`src/rtl/vrased_reset_ctrl.sv`:
```
// vrased_reset_ctrl: violation aggregator and reset sequencer for the VRASED monitors.
// Masks each monitor's reset request and drives a registered, stretched MCU reset pulse.
// Records the sticky cause, the first cause and a saturating event count.
// Optional feature: define VRASED_EVENT_LOG_EN to build the circular {pc, cause} event log.
// Without the macro, the log outputs are tied to zero.
module vrased_reset_ctrl #(
    parameter int unsigned NUM_SRC     = 6,
    parameter int unsigned HOLD_CYCLES = 4,
    parameter int unsigned LOG_DEPTH   = 8,
    parameter int unsigned CNT_W       = 8,
    localparam int unsigned IDX_W      = $clog2(LOG_DEPTH),
    localparam int unsigned REC_W      = 16 + NUM_SRC
) (
    input  logic               i_clk,
    input  logic               i_rst,
    input  logic [NUM_SRC-1:0] i_viol,
    input  logic [NUM_SRC-1:0] i_src_mask,
    input  logic [15:0]        i_pc,
    output logic               o_reset,
    output logic [NUM_SRC-1:0] o_cause,
    output logic [NUM_SRC-1:0] o_first_cause,
    output logic [CNT_W-1:0]   o_viol_cnt,
    input  logic               i_re,
    input  logic [IDX_W-1:0]   i_rd_idx,
    output logic [REC_W-1:0]   o_rd_data,
    output logic [IDX_W:0]     o_log_count,
    output logic               o_log_ovf,
    input  logic               i_clr_log
);

    // Hold counter must be able to hold HOLD_CYCLES-1.
    localparam int unsigned HC_W = $clog2(HOLD_CYCLES + 1);
    localparam logic [HC_W-1:0] HC_LOAD = HC_W'(HOLD_CYCLES - 1);
    localparam logic [HC_W-1:0] HC_ONE  = HC_W'(1);

    typedef enum logic [1:0] {
        StIdle,
        StHold,
        StDrain
    } state_e;

    state_e             r_state;
    logic [HC_W-1:0]    r_hold_cnt;
    logic               r_reset;

    logic [NUM_SRC-1:0] r_cause;
    logic [NUM_SRC-1:0] r_first_cause;
    logic [CNT_W-1:0]   r_viol_cnt;

    logic [NUM_SRC-1:0] w_hit_vec;
    logic               w_hit;
    logic               w_event;

    logic [NUM_SRC-1:0] w_cause_base;
    logic [NUM_SRC-1:0] w_first_base;
    logic [CNT_W-1:0]   w_cnt_base;

    // Only unmasked sources participate; masked ones never touch any state.
    assign w_hit_vec = i_viol & ~i_src_mask;
    assign w_hit     = |w_hit_vec;

    // Activity while the pulse is already running is folded into cause but is not an event.
    assign w_event   = (r_state == StIdle) && w_hit;

    // A clear in the same cycle as an event applies first, so the event sees zeroed state.
    assign w_cause_base = i_clr_log ? '0 : r_cause;
    assign w_first_base = i_clr_log ? '0 : r_first_cause;
    assign w_cnt_base   = i_clr_log ? '0 : r_viol_cnt;

    // Reset pulse sequencer: HOLD covers HOLD_CYCLES-1 cycles and DRAIN supplies the last one,
    // so a single-cycle violation gives exactly HOLD_CYCLES cycles of reset.
    always_ff @(posedge i_clk) begin
        if (i_rst) begin
            r_state    <= StIdle;
            r_hold_cnt <= '0;
            r_reset    <= 1'b0;
        end else begin
            unique case (r_state)
                StIdle: begin
                    if (w_hit) begin
                        r_reset <= 1'b1;
                        if (HOLD_CYCLES > 1) begin
                            r_state    <= StHold;
                            r_hold_cnt <= HC_LOAD;
                        end else begin
                            r_state    <= StDrain;
                            r_hold_cnt <= '0;
                        end
                    end
                end
                StHold: begin
                    r_reset <= 1'b1;
                    if (r_hold_cnt <= HC_ONE) begin
                        r_state    <= StDrain;
                        r_hold_cnt <= '0;
                    end else begin
                        r_hold_cnt <= r_hold_cnt - HC_ONE;
                    end
                end
                StDrain: begin
                    if (!w_hit) begin
                        r_state <= StIdle;
                        r_reset <= 1'b0;
                    end else begin
                        r_reset <= 1'b1;
                    end
                end
                default: begin
                    r_state    <= StIdle;
                    r_hold_cnt <= '0;
                    r_reset    <= 1'b0;
                end
            endcase
        end
    end

    // Sticky cause, first cause and saturating event counter.
    always_ff @(posedge i_clk) begin
        if (i_rst) begin
            r_cause       <= '0;
            r_first_cause <= '0;
            r_viol_cnt    <= '0;
        end else begin
            r_cause       <= w_cause_base | w_hit_vec;
            r_first_cause <= w_first_base;
            r_viol_cnt    <= w_cnt_base;
            if (w_event) begin
                if (!(&w_cnt_base)) begin
                    r_viol_cnt <= w_cnt_base + CNT_W'(1);
                end
                if (w_cnt_base == '0) begin
                    r_first_cause <= w_hit_vec;
                end
            end
        end
    end

    assign o_reset       = r_reset;
    assign o_cause       = r_cause;
    assign o_first_cause = r_first_cause;
    assign o_viol_cnt    = r_viol_cnt;

`ifdef VRASED_EVENT_LOG_EN

    localparam logic [IDX_W:0] LOG_FULL = (IDX_W + 1)'(LOG_DEPTH);

    logic [REC_W-1:0] r_log_mem [LOG_DEPTH];
    logic [IDX_W-1:0] r_wp;
    logic [IDX_W:0]   r_log_count;
    logic             r_log_ovf;
    logic [REC_W-1:0] r_rd_data;

    logic [IDX_W-1:0] w_wp_base;
    logic [IDX_W:0]   w_log_cnt_base;
    logic             w_log_full;
    logic [IDX_W-1:0] w_rd_addr;
    logic             w_rd_valid;

    assign w_wp_base      = i_clr_log ? '0 : r_wp;
    assign w_log_cnt_base = i_clr_log ? '0 : r_log_count;
    assign w_log_full     = (w_log_cnt_base == LOG_FULL);

    // Oldest entry sits log_count slots behind wp; when full, count mod depth is 0 so
    // the oldest entry is the one at wp itself.
    assign w_rd_addr  = r_wp - r_log_count[IDX_W-1:0] + i_rd_idx;
    assign w_rd_valid = ({1'b0, i_rd_idx} < r_log_count);

    // Log storage: one {pc, unmasked viol} record per event, written at the (cleared) wp.
    always_ff @(posedge i_clk) begin
        if (!i_rst && w_event) begin
            r_log_mem[w_wp_base] <= {i_pc, w_hit_vec};
        end
    end

    // Write pointer, fill level and overwrite flag.
    always_ff @(posedge i_clk) begin
        if (i_rst) begin
            r_wp        <= '0;
            r_log_count <= '0;
            r_log_ovf   <= 1'b0;
        end else begin
            r_wp        <= w_wp_base;
            r_log_count <= w_log_cnt_base;
            r_log_ovf   <= i_clr_log ? 1'b0 : r_log_ovf;
            if (w_event) begin
                r_wp <= w_wp_base + IDX_W'(1);
                if (w_log_full) begin
                    r_log_ovf <= 1'b1;
                end else begin
                    r_log_count <= w_log_cnt_base + (IDX_W + 1)'(1);
                end
            end
        end
    end

    // Registered read port; uses pre-write pointers and contents, holds when not enabled.
    always_ff @(posedge i_clk) begin
        if (i_rst) begin
            r_rd_data <= '0;
        end else if (i_re) begin
            r_rd_data <= w_rd_valid ? r_log_mem[w_rd_addr] : '0;
        end
    end

    assign o_rd_data   = r_rd_data;
    assign o_log_count = r_log_count;
    assign o_log_ovf   = r_log_ovf;

`else

    // No log storage: the read interface and pc have no function in this build.
    logic w_unused_log;
    assign w_unused_log = ^{i_re, i_rd_idx, i_pc};

    assign o_rd_data   = '0;
    assign o_log_count = '0;
    assign o_log_ovf   = 1'b0;

`endif

endmodule

```
`config.mk`:
```
export PLATFORM = sky130hd
export DESIGN_NAME = vrased_reset_ctrl
export DESIGN_NICKNAME = d
export VERILOG_FILES = /design/src/rtl/vrased_reset_ctrl.sv
export SDC_FILE = /design/constraint.sdc
export NUM_CORES = 1
export LEC_CHECK = 0
export CAP_MARGIN = 5
export CORE_MARGIN = 1.5
export CORE_UTILIZATION = 42
export CTS_CLUSTER_DIAMETER = 150
export DETAILED_ROUTE_END_ITERATION = 8
export HOLD_SLACK_MARGIN = 0.06
export PLACE_DENSITY = 0.95
export SLEW_MARGIN = 20
export SYNTH_ARGS = -nofsm -noshare
export SYNTH_HDL_FRONTEND = slang
export SYNTH_SLANG_ARGS = --single-unit
```
`constraint.sdc`:
```
create_clock -name i_clk -period 6.35 [get_ports i_clk]
set_input_delay 0.635 -clock i_clk [delete_from_list [all_inputs] [get_ports i_clk]]
set_output_delay 0.635 -clock i_clk [all_outputs]
set_load 0.01 [all_outputs]
```
==> impl_metrics.json, run 1 <==
{
  "synthArstFlopShare_pct": 0,
  "drc_errors": 0,
  "io-pin-count": 83,
  "cts_sinks": 26,
  "path_class": "primary input to flip-flop",
  "numCtsBuffers": 3,
  "path_cells": "clkdlybuf4s50_1, nor2b_1, ha_1, nand3b_1, nor3_1, a2111oi_4, or3b_1, mux2_4",
  "slew_violations": 0,
  "antenna_cells": 0,
  "area_delta_synth_final_pct": 18.0,
  "cts_root_buf": "clkbuf_4",
  "dp_hpwl_mm": 2.09,
  "peakVddDrop_mv": 0.159,
  "cts_tree": "yes",
  "cts_buffer_depth": 2,
  "grtUsageTotal_pct": 14.6,
  "total_power_uw": 386,
  "grt_start_max_net_pins": 36,
  "place_area_um2": 1790,
  "p_leak_uw": 0.000721,
  "period_share_pct": 50.9,
  "cts_setup_buffers": 0,
  "relSlewSlack_pct": 59.8,
  "die_h_um": 63.4,
  "skew_ns": 0.00710,
  "grt_pass1_wl_mm": 4.84,
  "cts_resized": 0,
  "cp_slowest_stage_delay_ns": 0.77,
  "antenna_left": 0,
  "avgRoutedWirePerCell_um": 11.3,
  "critPathArrivalTime_ns": 3.46,
  "die_x_um": 63.4,
  "fillers": 312,
  "min_period_ns": 3.23,
  "status": "finished clean",
  "cts.clk_slew.worst_paths_ns": 0.14,
  "hp-class": "flip-flop to flip-flop",
  "routed_via_density": 4.85,
  "yosysWarnings": 0,
  "gp_congestion": 0.810,
  "rsz0062_at_grt": "no",
  "clk_latency_ns": 0.32,
  "synthesis.area_um2": 1530,
  "hold_viol": 0,
  "rows": 21,
  "critPathMaxFanout": 13,
  "yosys.cell_types.count": 45,
  "maxCapViolCount": 0,
  "fin_setup_tns_ns": 0,
  "wl_mm": 2.84,
  "portBuffers": 35,
  "drtIter0Drc": 56,
  "setup_viol": 0,
  "grt-ovfl-total": 0,
  "start_util_pct": 44.8,
  "p_per_area_nw_per_um2": 214,
  "dr.pass1.iters": 4,
  "drive_gt1_share_pct": 7.84,
  "synthCells": 177,
  "grt_antenna_before_repair": 0,
  "cp.required_ns": 6.58,
  "endpoint_kind": "flip-flop",
  "final_area_um2": 1810,
  "fmax_mhz": 309,
  "cts_hold_buf": 0,
  "synth_edf_count": 0,
  "syn_avg_cell_area_um2": 8.65,
  "htreeDepth": 1,
  "grt_pass1_vias": 1126,
  "ys_seq_area_share_pct": 34.0,
  "num_vias": 1213,
  "core_um2": 3420,
  "synth-seq-cells": 26,
  "die_area_um2": 4020,
  "synth_ff_type": "dfxtp_1",
  "cp_slowest_cell": "clkdlybuf4s50_1",
  "layout.nets": 245,
  "start_kind": "primary input",
  "worstMarginPinSlew_ns": 0.603
}
-- cell type report --
type                    count  area (um2)  share of cell area [%]
inverters                   7        26.3                    1.45
repair buffers             35         345                    19.1
flip-flops and latches     26         520                    28.8
clock buffers               3        22.5                    1.25
multi-input cells         133         835                    46.2
well taps                  46        57.6                    3.19
-- cell usage after synthesis, types with 2 or more instances --
library cell	n	area, um2
o21ai_0	2	10.0
ha_1	4	50.1
o31ai_1	2	15.0
clkbuf_1	8	30.0
mux2_2	4	45.0
a21oi_1	14	70.1
nand3b_1	2	15.0
nor3_1	2	10.0
nand3_1	4	20.0
inv_1	7	26.3
nand2_1	12	45.0
nor2_1	16	60.1
nand2b_4	3	41.3
nor3b_1	8	60.1
dfxtp_1	26	521
nor2b_1	5	31.3
nand2b_1	3	18.8
buf_4	27	203
mux2_1	2	22.5
-- flip-flops by register name, indices dropped and copies added, names as in the netlist --
name	count
o_cause	6
o_first_cause	6
o_reset	1
o_viol_cnt	8
r_hold_cnt	3
r_state	2
-- routing by layer --
layer	global-route usage (%)	vias to the layer above	part of all wire, %
met5	0	-	0
li1	-	607	-
met4	3.53	0	0.60
met1	17.4	561	46
met3	3.57	2	5.1
met2	25.9	43	49
-- metrics by stage --
step	hold WS, ns	util, %	setup WS, ns	std cells
after floorplan	0.469	-	3.60	203
after global placement	0.452	52.4	2.84	247
after detailed placement	0.458	52.4	2.79	247
after CTS	0.480	53.0	3.12	250
after global routing	0.507	52.9	2.92	250
final	0.480	52.9	3.12	250
-- power breakdown --
group / leakage (uW) / total, uW / switching (uW) / internal (uW)
registers: 0.000213 / 193 / 14.1 / 179
logic: 0.000495 / 123 / 64.8 / 57.7
clock network: 0.0000138 / 70.5 / 48.3 / 22.2
-- cells in the final DEF (no fill, tap or decap), types with 5 or more instances in the layout --
| master | Yosys | final |
|---|---|---|
| nor2b_1 | 5 | 5 |
| nor2_1 | 16 | 16 |
| nand2_1 | 12 | 12 |
| conb_1 | 1 | 27 |
| a21oi_1 | 14 | 14 |
| dfxtp_1 | 26 | 26 |
| clkdlybuf4s50_1 | 0 | 34 |
| inv_1 | 7 | 7 |
| nor3b_1 | 8 | 8 |
-- final timing paths --
path	start	endpoint	slack (ns)	cells past startpoint
worst max-delay path	i_clr_log	o_viol_cnt[4]	3.12	8
worst min register to register	o_cause[3]	o_cause[3]	0.48	2
worst min-delay path	o_cause[3]	o_cause[3]	0.48	2
worst max register to register	o_viol_cnt[0]	o_viol_cnt[4]	3.89	7
-- cell families after synthesis --
logic type	share of synthesized area (%)
DFF	34.0
other	0.245
xor gates and xnor gates	0.572
adders and majority gates	3.27
muxes	6.05
and+or+nand+nor	23.7
buffers and inverters	17.9
AOI/OAI and AO/OA	14.3
-- worst max-delay path: cells and delay by family --
family | cells | cell delay, ns
compound gates | 1 | 0.60
simple gates | 4 | 0.87
fa+ha+maj | 1 | 0.28
mux | 1 | 0.30
buf+inv | 1 | 0.77
No activity file was read; power rests on OpenSTA's default activity.
==> run 2: changes to the inputs <==
--- a/config.mk
+++ b/config.mk
@@ -7,11 +7,11 @@
 export LEC_CHECK = 0
 export CAP_MARGIN = 5
 export CORE_MARGIN = 1.5
-export CORE_UTILIZATION = 42
+export CORE_UTILIZATION = 39
 export CTS_CLUSTER_DIAMETER = 150
 export DETAILED_ROUTE_END_ITERATION = 8
 export HOLD_SLACK_MARGIN = 0.06
-export PLACE_DENSITY = 0.95
+export PLACE_DENSITY = 0.9
 export SLEW_MARGIN = 20
 export SYNTH_ARGS = -nofsm -noshare
 export SYNTH_HDL_FRONTEND = slang
==> constraint.sdc (replaced) <==
create_clock -name i_clk -period 3.4 [get_ports i_clk]
set_input_delay 0.34 -clock i_clk [delete_from_list [all_inputs] [get_ports i_clk]]
set_output_delay 0.34 -clock i_clk [all_outputs]
set_load 0.01 [all_outputs]
==> run 2 against run 1 <==
Against the previous run: hold slack worse by 0.015 ns; register-to-register slack worse by 2.6 ns; worst setup slack worse by 2.2 ns; global-route usage is 0.49 points higher; flip-flop and latch count stayed put; largest cell class unchanged.
==> impl_metrics.json, run 2 (synthesized netlist as in run 1, its figures left out) <==
{
  "die_h_um": 65.7,
  "largest_register_ffs": 8,
  "total_power_uw": 856,
  "hold_viol": 0,
  "gp_congestion": 0.818,
  "start_kind": "primary input",
  "p_comb_share_pct": 28.1,
  "setup_viol": 0,
  "min_period_ns": 2.43,
  "final_common_cell": "clkdlybuf4s50_1",
  "cts_hold_buf": 0,
  "grt_antenna_before_repair": 0,
  "hold_ws_ns": 0.465,
  "routed_via_density": 4.79,
  "cts_setup_buffers": 0,
  "cts_sinks": 26,
  "p_per_area_nw_per_um2": 452,
  "antenna_left": 0,
  "grt_pass1_vias": 1199,
  "numCtsBuffers": 3,
  "die_x_um": 65.7,
  "area_delta_synth_final_pct": 23.6,
  "portBuffers": 35,
  "drive_gt1_share_pct": 9.57,
  "peakVddDrop_mv": 0.221,
  "final_cells": 257,
  "cts_buffer_depth": 2,
  "skew_ns": 0.00238,
  "period_share_pct": 71.6,
  "rsz0062_at_grt": "no",
  "maxCapViolCount": 0,
  "fmax_mhz": 411,
  "cp.required_ns": 3.57,
  "grtUsageTotal_pct": 15.0,
  "post-place-cells": 253,
  "cts_resized": 0,
  "core_um2": 3720,
  "htreeDepth": 1,
  "worstMarginPinSlew_ns": 1.06,
  "critPathMaxFanout": 12,
  "hp-class": "flip-flop to flip-flop",
  "relSlewSlack_pct": 28.8,
  "cts_root_buf": "clkbuf_8",
  "pwr-share-clk_pct": 29.7,
  "clk_latency_ns": 0.27,
  "worstRegToRegCells": 7,
  "die_area_um2": 4310,
  "p_seq_share_pct": 42.2,
  "start_util_pct": 41.2,
  "fin_setup_tns_ns": 0,
  "cts.clk_slew.worst_paths_ns": 0.09,
  "drc_errors": 0,
  "rows": 22,
  "drtIter0Drc": 29,
  "p_leak_uw": 0.000762,
  "cts_tree": "yes",
  "p_int_uw": 607,
  "num_vias": 1231,
  "power_switching_uw": 249,
  "io-pin-count": 83,
  "dr.pass1.iters": 4,
  "grt_start_max_net_pins": 33,
  "avgRoutedWirePerCell_um": 12.3,
  "grt_pass1_wl_mm": 5.12,
  "slew_violations": 0,
  "layout.nets": 249,
  "final_cell_mix": "clkdlybuf4s50_1, conb_1, dfxtp_1, nor2_1, a21oi_1",
  "endpoint_kind": "flip-flop",
  "reg2reg_slack_ns": 1.28,
  "wl_mm": 3.15,
  "holdPathStages": 2,
  "critPathArrivalTime_ns": 2.60,
  "antenna_cells": 0,
  "path_class": "primary input to flip-flop",
  "dp_hpwl_mm": 2.21,
  "grt-ovfl-total": 0,
  "status": "finished clean",
  "final_util_pct": 50.9,
  "switching_share_pct": 29.1
}
[run 2: cell types whose count changed in the layout (fill, tap and decap cells not counted)]
| cell | before | now |
|---|---|---|
| buf_4 | 0 | 4 |
| clkbuf_4 | 3 | 0 |
| clkbuf_8 | 0 | 3 |
| clkdlybuf4s50_1 | 34 | 35 |
| buf_2 | 1 | 0 |
| bufinv_16 | 0 | 1 |
[run 2: worst max-delay path, stage by stage]
cell             delay, ns
clkdlybuf4s50_1       0.48
buf_4                 0.19
nor2b_1               0.09
ha_1                  0.22
nand3b_1              0.13
nor3_1                0.09
a2111oi_4             0.32
or3b_1                0.43
mux2_4                0.31
[run 2: power by group through the flow]
stage	combinational, uW	sequential (uW)	clock [uW]
CTS	241	361	259
finish	240	362	254
floorplan	182	361	0
global route	268	365	272
detailed placement	236	368	0
global placement	228	366	0
[run 2: through the flow]
| step | instance area [um2] | setup slack, ns |
|---|---|---|
| floorplan | 1630 | 0.949 |
| global placement | 1820 | 0.723 |
| detailed placement | 1820 | 0.690 |
| CTS | 1890 | 0.989 |
| global route | 1890 | 0.863 |
| finish | 1890 | 0.967 |
[run 2: worst paths after layout]
kind                   end          start
max          o_viol_cnt[4]      i_clr_log
min             o_cause[3]     o_cause[3]
max reg2reg  o_viol_cnt[4]  o_viol_cnt[0]
min reg2reg     o_cause[3]     o_cause[3]
[run 2: metal layers]
| metal | vias to the layer above | global-route usage, % | part of all wire [%] |
|---|---|---|---|
| li1 | 614 | - | - |
| met1 | 558 | 16.4 | 39 |
| met2 | 49 | 25.8 | 51 |
| met3 | 10 | 4.97 | 6.8 |
| met4 | 0 | 7.81 | 2.8 |
| met5 | - | 0 | 0 |
[run 2: area by class of cell]
| cell class | count | area, um2 |
|---|---|---|
| clock buffer | 3 | 41.3 |
| clock inverter | 1 | 30.0 |
| fill | 344 | 1820 |
| inverter | 7 | 26.3 |
| multi-input combinational | 133 | 835 |
| sequential | 26 | 520 |
| tap | 48 | 60.1 |
| timing repair buffer | 39 | 380 |
==> run 3: changes to the inputs <==
==> constraint.sdc (replaced) <==
create_clock -name i_clk -period 2.4 [get_ports i_clk]
set_input_delay 0.24 -clock i_clk [delete_from_list [all_inputs] [get_ports i_clk]]
set_output_delay 0.24 -clock i_clk [all_outputs]
set_load 0.01 [all_outputs]
==> run 3 against run 2 <==
Against the previous run: clock power is 42% higher; utilization grew 0.81 points; hold slack improved by 0.0039 ns; critical endpoint unchanged; largest power group unchanged.
==> impl_metrics.json, run 3 (synthesized netlist as in run 1, its figures left out) <==
{
  "status": "finished clean",
  "area_delta_synth_final_pct": 25.6,
  "die_area_um2": 4310,
  "fillers": 346,
  "drive_gt1_share_pct": 11.3,
  "grtUsageTotal_pct": 13.8,
  "cts_sinks": 26,
  "grt_pass1_vias": 1122,
  "wl_met3_um": 152,
  "p_per_area_nw_per_um2": 636,
  "maxCapViolCount": 0,
  "avgRoutedWirePerCell_um": 11.6,
  "gp_congestion": 0.854,
  "dr.pass1.iters": 4,
  "grt_start_max_net_pins": 36,
  "drtIter0Drc": 31,
  "min_period_ns": 2.14,
  "grt-ovfl-total": 0,
  "fmax_mhz": 467,
  "start_kind": "primary input",
  "hold_viol": 0,
  "cp.required_ns": 2.56,
  "period_share_pct": 89.3,
  "rsz0062_at_grt": "no",
  "cts_setup_buffers": 0,
  "layout.nets": 253,
  "cts.clk_slew.worst_paths_ns": 0.09,
  "num_vias": 1248,
  "die_h_um": 65.7,
  "cts_tree": "yes",
  "wl_met2_mm": 1.58,
  "path_class": "primary input to flip-flop",
  "peakVddDrop_mv": 0.387,
  "die_x_um": 65.7,
  "cts_hold_buf": 0,
  "endpoint_kind": "flip-flop",
  "antenna_cells": 0,
  "slew_violations": 0,
  "drc_errors": 0,
  "portBuffers": 35,
  "dp_hpwl_mm": 2.24,
  "clk_latency_ns": 0.27,
  "core_um2": 3720,
  "cts_resized": 0,
  "highest_layer": "met4",
  "total_power_uw": 1220,
  "cts_root_buf": "clkbuf_8",
  "hp-class": "flip-flop to flip-flop",
  "antenna_left": 0,
  "rows": 22,
  "p_leak_uw": 0.000783,
  "grt_pass1_wl_mm": 4.80,
  "final_cell_mix": "clkdlybuf4s50_1, conb_1, dfxtp_1, nor2_1, a21oi_1",
  "wl_mm": 3.03,
  "hold_ws_ns": 0.469,
  "wl_met1_mm": 1.28,
  "start_util_pct": 41.2,
  "skew_ns": 0.00439,
  "largest_register_ffs": 8,
  "critPathArrivalTime_ns": 2.31,
  "numCtsBuffers": 3,
  "setup_viol": 0,
  "final_common_cell": "clkdlybuf4s50_1",
  "htreeDepth": 1,
  "fin_setup_tns_ns": 0,
  "critPathMaxFanout": 3,
  "grt_antenna_before_repair": 0,
  "io-pin-count": 83,
  "cts_buffer_depth": 2,
  "routed_via_density": 4.78
}
==> run 3: cell count changes in the layout (fill, tap and decap cells not counted), sizes merged <==
cell	delta
buf	+4
==> run 3: final cells by class <==
type                    instances  area, um2  area share [%]
multi-input cells             133        835            43.4
clock buffers                   3       41.3            2.15
clock inverters                 1       30.0            1.56
repair buffers                 43        410            21.3
flip-flops and latches         26        520            27.1
inverters                       7       26.3            1.37
well taps                      48       60.1            3.12
==> run 3: through the flow <==
step / instances / setup slack (ns) / instance area, um2 / utilization [%]
after global placement: 257 / 0.00680 / 1850 / 49.8
after detailed placement: 257 / -0.0216 / 1850 / 49.8
after global routing: 261 / 0.167 / 1920 / 51.8
final: 261 / 0.257 / 1920 / 51.8
after CTS: 261 / 0.269 / 1920 / 51.8
after floorplan: 203 / 0.0491 / 1630 / -
==> run 3: path summary, 6_finish.rpt <==
| path | start | depth (start not counted) | slack, ns | end |
|---|---|---|---|---|
| worst max-delay path | i_clr_log | 8 | 0.26 | o_viol_cnt[4] |
| worst min-delay path | o_cause[3] | 2 | 0.47 | o_cause[3] |
| worst max register to register | o_viol_cnt[1] | 7 | 0.34 | o_viol_cnt[4] |
| worst min register to register | o_cause[3] | 2 | 0.47 | o_cause[3] |
==> run 3: per-layer routing <==
| metal | vias to the layer above | global-route usage [%] |
|---|---|---|
| li1 | 626 | - |
| met1 | 574 | 16.3 |
| met2 | 46 | 25.5 |
| met3 | 2 | 1.88 |
| met4 | 0 | 3.91 |
| met5 | - | 0 |
==> run 3: worst max-delay path: stages <==
cell and delay [ns]:
clkdlybuf4s50_1 0.50, nor2b_1 0.07, ha_1 0.21, nand3b_1 0.14, nor3_1 0.10, a2111oi_4 0.34, or3b_1 0.40, mux2_4 0.30
==> run 3: report_power, final <==
| group | internal, uW | total [uW] | switching [uW] |
|---|---|---|---|
| logic | 173 | 350 | 177 |
| registers | 473 | 511 | 37.7 |
| clock network | 223 | 361 | 138 |
